File: src/rtl/rv32_mem_pkg.sv
// Shared RV32 data-memory definitions: store size codes, store FSM encoding, lane geometry.
package rv32_mem_pkg;

    localparam int XLEN   = 32;
    localparam int ADDR_W = 32;
    localparam int STRB_W = 4;

    localparam logic [2:0] F3_SB = 3'b000;
    localparam logic [2:0] F3_SH = 3'b001;
    localparam logic [2:0] F3_SW = 3'b010;

    typedef enum logic [1:0] {
        ST_IDLE = 2'd0,
        ST_REQ  = 2'd1,
        ST_DONE = 2'd2
    } store_state_e;

endpackage

File: src/rtl/store_lane_packer.sv
// Combinational store lane packer: narrows rs2 to the store size, replicates it across
// the four byte lanes and builds the byte strobes; flags misaligned or unknown sizes.
module store_lane_packer
    import rv32_mem_pkg::*;
(
    input  logic [2:0]        funct3,
    input  logic [1:0]        off,
    input  logic [XLEN-1:0]   data,
    output logic [XLEN-1:0]   wdata,
    output logic [STRB_W-1:0] wstrb,
    output logic              fault
);

    // Select replication/strobe pattern by store size; unknown codes fault with no lanes enabled.
    always_comb begin
        wdata = '0;
        wstrb = '0;
        fault = 1'b0;
        case (funct3)
            F3_SB: begin
                wdata = {4{data[7:0]}};
                wstrb = 4'b0001 << off;
            end
            F3_SH: begin
                wdata = {2{data[15:0]}};
                wstrb = 4'b0011 << off;
                fault = off[0];
            end
            F3_SW: begin
                wdata = data;
                wstrb = 4'b1111;
                fault = (off != 2'b00);
            end
            default: fault = 1'b1;
        endcase
    end

endmodule

File: src/rtl/store_data_packer.sv
// Store data packer: runs one memory write per store with a req/ack handshake.
//
//  state   | meaning
//  --------+---------------------------------------------------------------
//  ST_IDLE | waiting for start; lanes packed from live inputs
//  ST_REQ  | mem_req high, address/data/strobes held until mem_ack
//  ST_DONE | one-cycle done pulse; misaligned reports a faulted store
module store_data_packer
    import rv32_mem_pkg::*;
(
    input  logic              clk,
    input  logic              rst,
    input  logic              start,
    input  logic [2:0]        funct3,
    input  logic [ADDR_W-1:0] addr,
    input  logic [XLEN-1:0]   data,
    output logic              busy,
    output logic              done,
    output logic              misaligned,
    output logic              mem_req,
    output logic [ADDR_W-1:0] mem_addr,
    output logic [XLEN-1:0]   mem_wdata,
    output logic [STRB_W-1:0] mem_wstrb,
    input  logic              mem_ack
);

    store_state_e      state;
    logic [XLEN-1:0]   lane_wdata;
    logic [STRB_W-1:0] lane_wstrb;
    logic              lane_fault;

    store_lane_packer u_lane_packer (
        .funct3 (funct3),
        .off    (addr[1:0]),
        .data   (data),
        .wdata  (lane_wdata),
        .wstrb  (lane_wstrb),
        .fault  (lane_fault)
    );

    // Store sequencer; all outputs registered so the memory port sees glitch-free values.
    always_ff @(posedge clk) begin
        if (rst) begin
            state      <= ST_IDLE;
            busy       <= 1'b0;
            done       <= 1'b0;
            misaligned <= 1'b0;
            mem_req    <= 1'b0;
            mem_addr   <= '0;
            mem_wdata  <= '0;
            mem_wstrb  <= '0;
        end else begin
            case (state)
                ST_IDLE: begin
                    if (start) begin
                        busy <= 1'b1;
                        if (lane_fault) begin
                            // faulted stores skip the memory port entirely
                            state      <= ST_DONE;
                            done       <= 1'b1;
                            misaligned <= 1'b1;
                        end else begin
                            state     <= ST_REQ;
                            mem_req   <= 1'b1;
                            mem_addr  <= {addr[ADDR_W-1:2], 2'b00};
                            mem_wdata <= lane_wdata;
                            mem_wstrb <= lane_wstrb;
                        end
                    end
                end
                ST_REQ: begin
                    if (mem_ack) begin
                        state   <= ST_DONE;
                        mem_req <= 1'b0;
                        done    <= 1'b1;
                    end
                end
                ST_DONE: begin
                    state      <= ST_IDLE;
                    busy       <= 1'b0;
                    done       <= 1'b0;
                    misaligned <= 1'b0;
                end
                default: begin
                    state      <= ST_IDLE;
                    busy       <= 1'b0;
                    done       <= 1'b0;
                    misaligned <= 1'b0;
                    mem_req    <= 1'b0;
                end
            endcase
        end
    end

endmodule

File: config.mk
export PLATFORM = sky130hd
export DESIGN_NAME = store_data_packer
export DESIGN_NICKNAME = d
export VERILOG_FILES = /design/src/rtl/rv32_mem_pkg.sv /design/src/rtl/store_lane_packer.sv /design/src/rtl/store_data_packer.sv
export SDC_FILE = /design/constraint.sdc
export NUM_CORES = 1
export LEC_CHECK = 0
export BUFFER_PORTS_ARGS = -buffer_cell sky130_fd_sc_hd__clkbuf_2
export CORE_ASPECT_RATIO = 1.1
export CORE_UTILIZATION = 47
export CTS_CLUSTER_SIZE = 25
export DETAILED_ROUTE_END_ITERATION = 10
export MAX_ROUTING_LAYER = met4
export PLACE_DENSITY = 0.9
export SKIP_LAST_GASP = 1
export SLEW_MARGIN = 30
export SYNTH_ARGS = -nofsm -noshare
export SYNTH_HDL_FRONTEND = slang
export SYNTH_HIERARCHICAL = 1
export SYNTH_SLANG_ARGS = --single-unit
export TNS_END_PERCENT = 20
File: constraint.sdc
create_clock -name clk -period 2.2 [get_ports clk]
set_input_delay 0.22 -clock clk [delete_from_list [all_inputs] [get_ports clk]]
set_output_delay 0.22 -clock clk [all_outputs]
set_load 0.05 [all_outputs]
==> results.json <==
{
  "floorplan.initialDensity": 0.492,
  "clock_sink_count": 72,
  "synthToLayoutAreaGrowth_pct": 25.4,
  "fp-row-count": 31,
  "route.vias.total": 3238,
  "synth_most_common_cell": "sky130_fd_sc_hd__nand2_1",
  "tritoncts.num_buffers": 9,
  "ioPinCount": 143,
  "maxCapViolations": 0,
  "crit_path_start_kind": "input pin",
  "port_buffers": 140,
  "path_cells": "clkbuf_2, or2_1, o32a_1, or4b_4, nand2_1, a21oi_1",
  "worst-setup-path-type": "input pin to flip-flop",
  "synth.cell_area_um2": 3260,
  "crit_fanout": 66,
  "hold_class": "input pin to flip-flop",
  "setup_violations": 0,
  "yosysTopAreaCell": "sky130_fd_sc_hd__dfxtp_1",
  "postSynth.topFlopCell": "sky130_fd_sc_hd__dfxtp_1",
  "grt_antenna_before_repair": 0,
  "routed_wirelength_mm": 8.72,
  "status": "complete, no violations",
  "post-route-drc-count": 0,
  "detailedRoute.firstPassIterationCount": 4,
  "multiInputGateArea_um2": 1580,
  "fmax_mhz": 583,
  "gp_congestion": 0.806,
  "ys_async_sr_fraction": 0,
  "die_area_um2": 7280,
  "crit_arrival_ps": 1940,
  "switchingPower_w": 0.000886,
  "first_global_vias": 2818,
  "timing.critical_path.slowest_stage_cell": "sky130_fd_sc_hd__or4b_4",
  "synth_seq_area_share": 0.442,
  "required_ps": 2430,
  "largest_voltage_drop_on_the_vdd_net_v": 0.000508,
  "layout.filler_cells": 621,
  "power_density_relative_to_cell_area_nw_per_um2": 694,
  "clkSlewWorstSetupHoldPaths_ps": 80,
  "p_sw_frac": 0.312,
  "combinational_power_share": 0.180,
  "critical_path.max_stage_delay_ps": 840,
  "drv_slew": 0,
  "worst_slew_pin_slew_ps": 739,
  "grt_start_max_net_pins": 67,
  "worstSetupEndpointType": "flip-flop",
  "layout.core_utilization": 0.617,
  "netlist-cell-type-count": 30,
  "fin_nets": 608,
  "synth_edf_count": 0,
  "cts.repair.resized": 0,
  "die_w_um": 81.4,
  "hold-worst-slack_ps": 79.6,
  "p_clk_frac": 0.337,
  "instances_no_fill": 624,
  "clock_latency_reported_for_the_late_side_of_the_worst_skew_pair_ps": 350,
  "maxSlewHeadroom": 0.507,
  "finalCriticalPeriod_ps": 1710,
  "cts_tree": "yes",
  "post-cts-setup-buffers": 0,
  "grt.overflow.total": 0,
  "post-synth-top-area-fraction": 0.442,
  "yosys_register_bits": 72,
  "drive_gt1_frac": 0.312,
  "placeableCoreArea_um2": 6630,
  "hold_path_startpoint": "addr[25]",
  "cts-root-to-sink-buffers": 2,
  "syn-instance-count": 414,
  "grt_pass1_wl_mm": 13.1,
  "drt-initial-drc-count": 179,
  "synth_area_leaders": "sky130_fd_sc_hd__dfxtp_1 (44%), sky130_fd_sc_hd__nand2_1 (15%), sky130_fd_sc_hd__a21oi_1 (12%), sky130_fd_sc_hd__mux2i_1 (4.9%), sky130_fd_sc_hd__nand3b_1 (3.7%)",
  "regArea_um2": 1440,
  "finalSetupTns_ps": 0,
  "static-leakage-power_nw": 1.76,
  "routedWlPerCell_um": 14.0,
  "p_int_w": 0.00195,
  "cts_max_level": 3,
  "synth.cells.most_frequent": "sky130_fd_sc_hd__nand2_1 (132), sky130_fd_sc_hd__a21oi_1 (79), sky130_fd_sc_hd__dfxtp_1 (72)",
  "postCtsHoldBufs": 0,
  "timing_hold_violations_final": 0,
  "syn_area_per_cell_um2": 7.88,
  "critical_path.reg2reg.startpoint": "state[1]",
  "antenna_violating_nets_post_route": 0,
  "critical_path_buf_inv_count": 1,
  "synth_warn": 6,
  "drt-vias-per-instance": 5.19,
  "rsz0062_at_grt": "no",
  "antennaDiodeCount": 0,
  "final_min_period_over_clock_period": 0.779,
  "clock-root-buffer": "sky130_fd_sc_hd__clkbuf_8",
  "grt_util_all_layers": 0.243,
  "worst_setup_path_startpoint": "funct3[0]",
  "placed_cells": 608,
  "critical_path.top_delay_family": "simple AND/OR/NAND/NOR gates",
  "p_seq_frac": 0.483,
  "place_hpwl_mm": 6.15,
  "die_height_um": 89.4,
  "finClkSkew_ps": 6.72
}
==> path summary, 6_finish.rpt <==
check,end,slack [ps],cells after the start
worst max-delay path,mem_wdata[5],490,6
worst min-delay path,mem_addr[25],80,3
worst min register to register,mem_addr[25],450,2
worst max register to register,mem_wdata[5],500,3
==> power by group through the flow <==
stage	Combinational [W]	Clock, W	Sequential (W)
2_1_floorplan	0.000235	0	0.00153
6_report	0.000511	0.000957	0.00137
3_3_place_gp	0.000498	0	0.00140
4_1_cts	0.000510	0.000980	0.00137
5_1_grt	0.000548	0.00104	0.00137
3_5_place_dp	0.000508	0	0.00140
==> worst reg2reg max path, cell delays in order, from the launching register on <==
cell and delay [ps]:
sky130_fd_sc_hd__dfxtp_1 410, sky130_fd_sc_hd__or4b_4 900, sky130_fd_sc_hd__nand2_1 200, sky130_fd_sc_hd__a21oi_1 70
==> routing by layer <==
layer / GRT usage / wire (um) / up-vias
met4: 0.112 / 187 / 0
met2: 0.389 / 4260 / 126
met5: - / 0 / -
met1: 0.298 / 3750 / 1470
li1: - / - / 1626
met3: 0.0388 / 523 / 16
==> cells in the final DEF, fill, tap and decap left out, drive strengths merged, types with 8 or more instances in the layout <==
master,instances
o22ai,16
nand2,132
dfxtp,72
mux2i,16
a21oi,79
buf,9
nand3b,16
and2,8
clkbuf,150
nand2b,9
==> final cells by class <==
type / count / area share
clock inverter: 6 / 0.0104
timing repair buffer: 149 / 0.191
tap: 82 / 0.0251
clock buffer: 10 / 0.0336
sequential: 72 / 0.352
inverter: 1 / 0.000917
multi-input combinational: 304 / 0.387
==> flip-flops by register name, indices dropped and copies added (netlist names) <==
register	cells
state	2
mem_req	1
mem_addr	30
mem_wdata	32
mem_wstrb	4
misaligned	1
done	1
busy	1
==> cell families (layout without fill, tap and decap cells) <==
kind of cell | after synthesis | after routing | share of synthesized area
buffers and inverters | 39 | 166 | 0.0771
multiplexers | 17 | 17 | 0.0525
other | 1 | 2 | 0.00115
flip-flops | 72 | 72 | 0.442
AO/OA/AOI/OAI | 104 | 104 | 0.174
AND/OR/NAND/NOR | 181 | 181 | 0.253
==> stage by stage <==
stage	power [W]	worst slack (ps)	cell area, um^2
after CTS	0.00286	479	4090
after global routing	0.00296	406	4090
final	0.00284	485	4090
after detailed placement	0.00191	103	3910
after global placement	0.00190	159	3910
after floorplan	0.00177	274	3270
No activity file was read; power rests on OpenSTA's default activity.
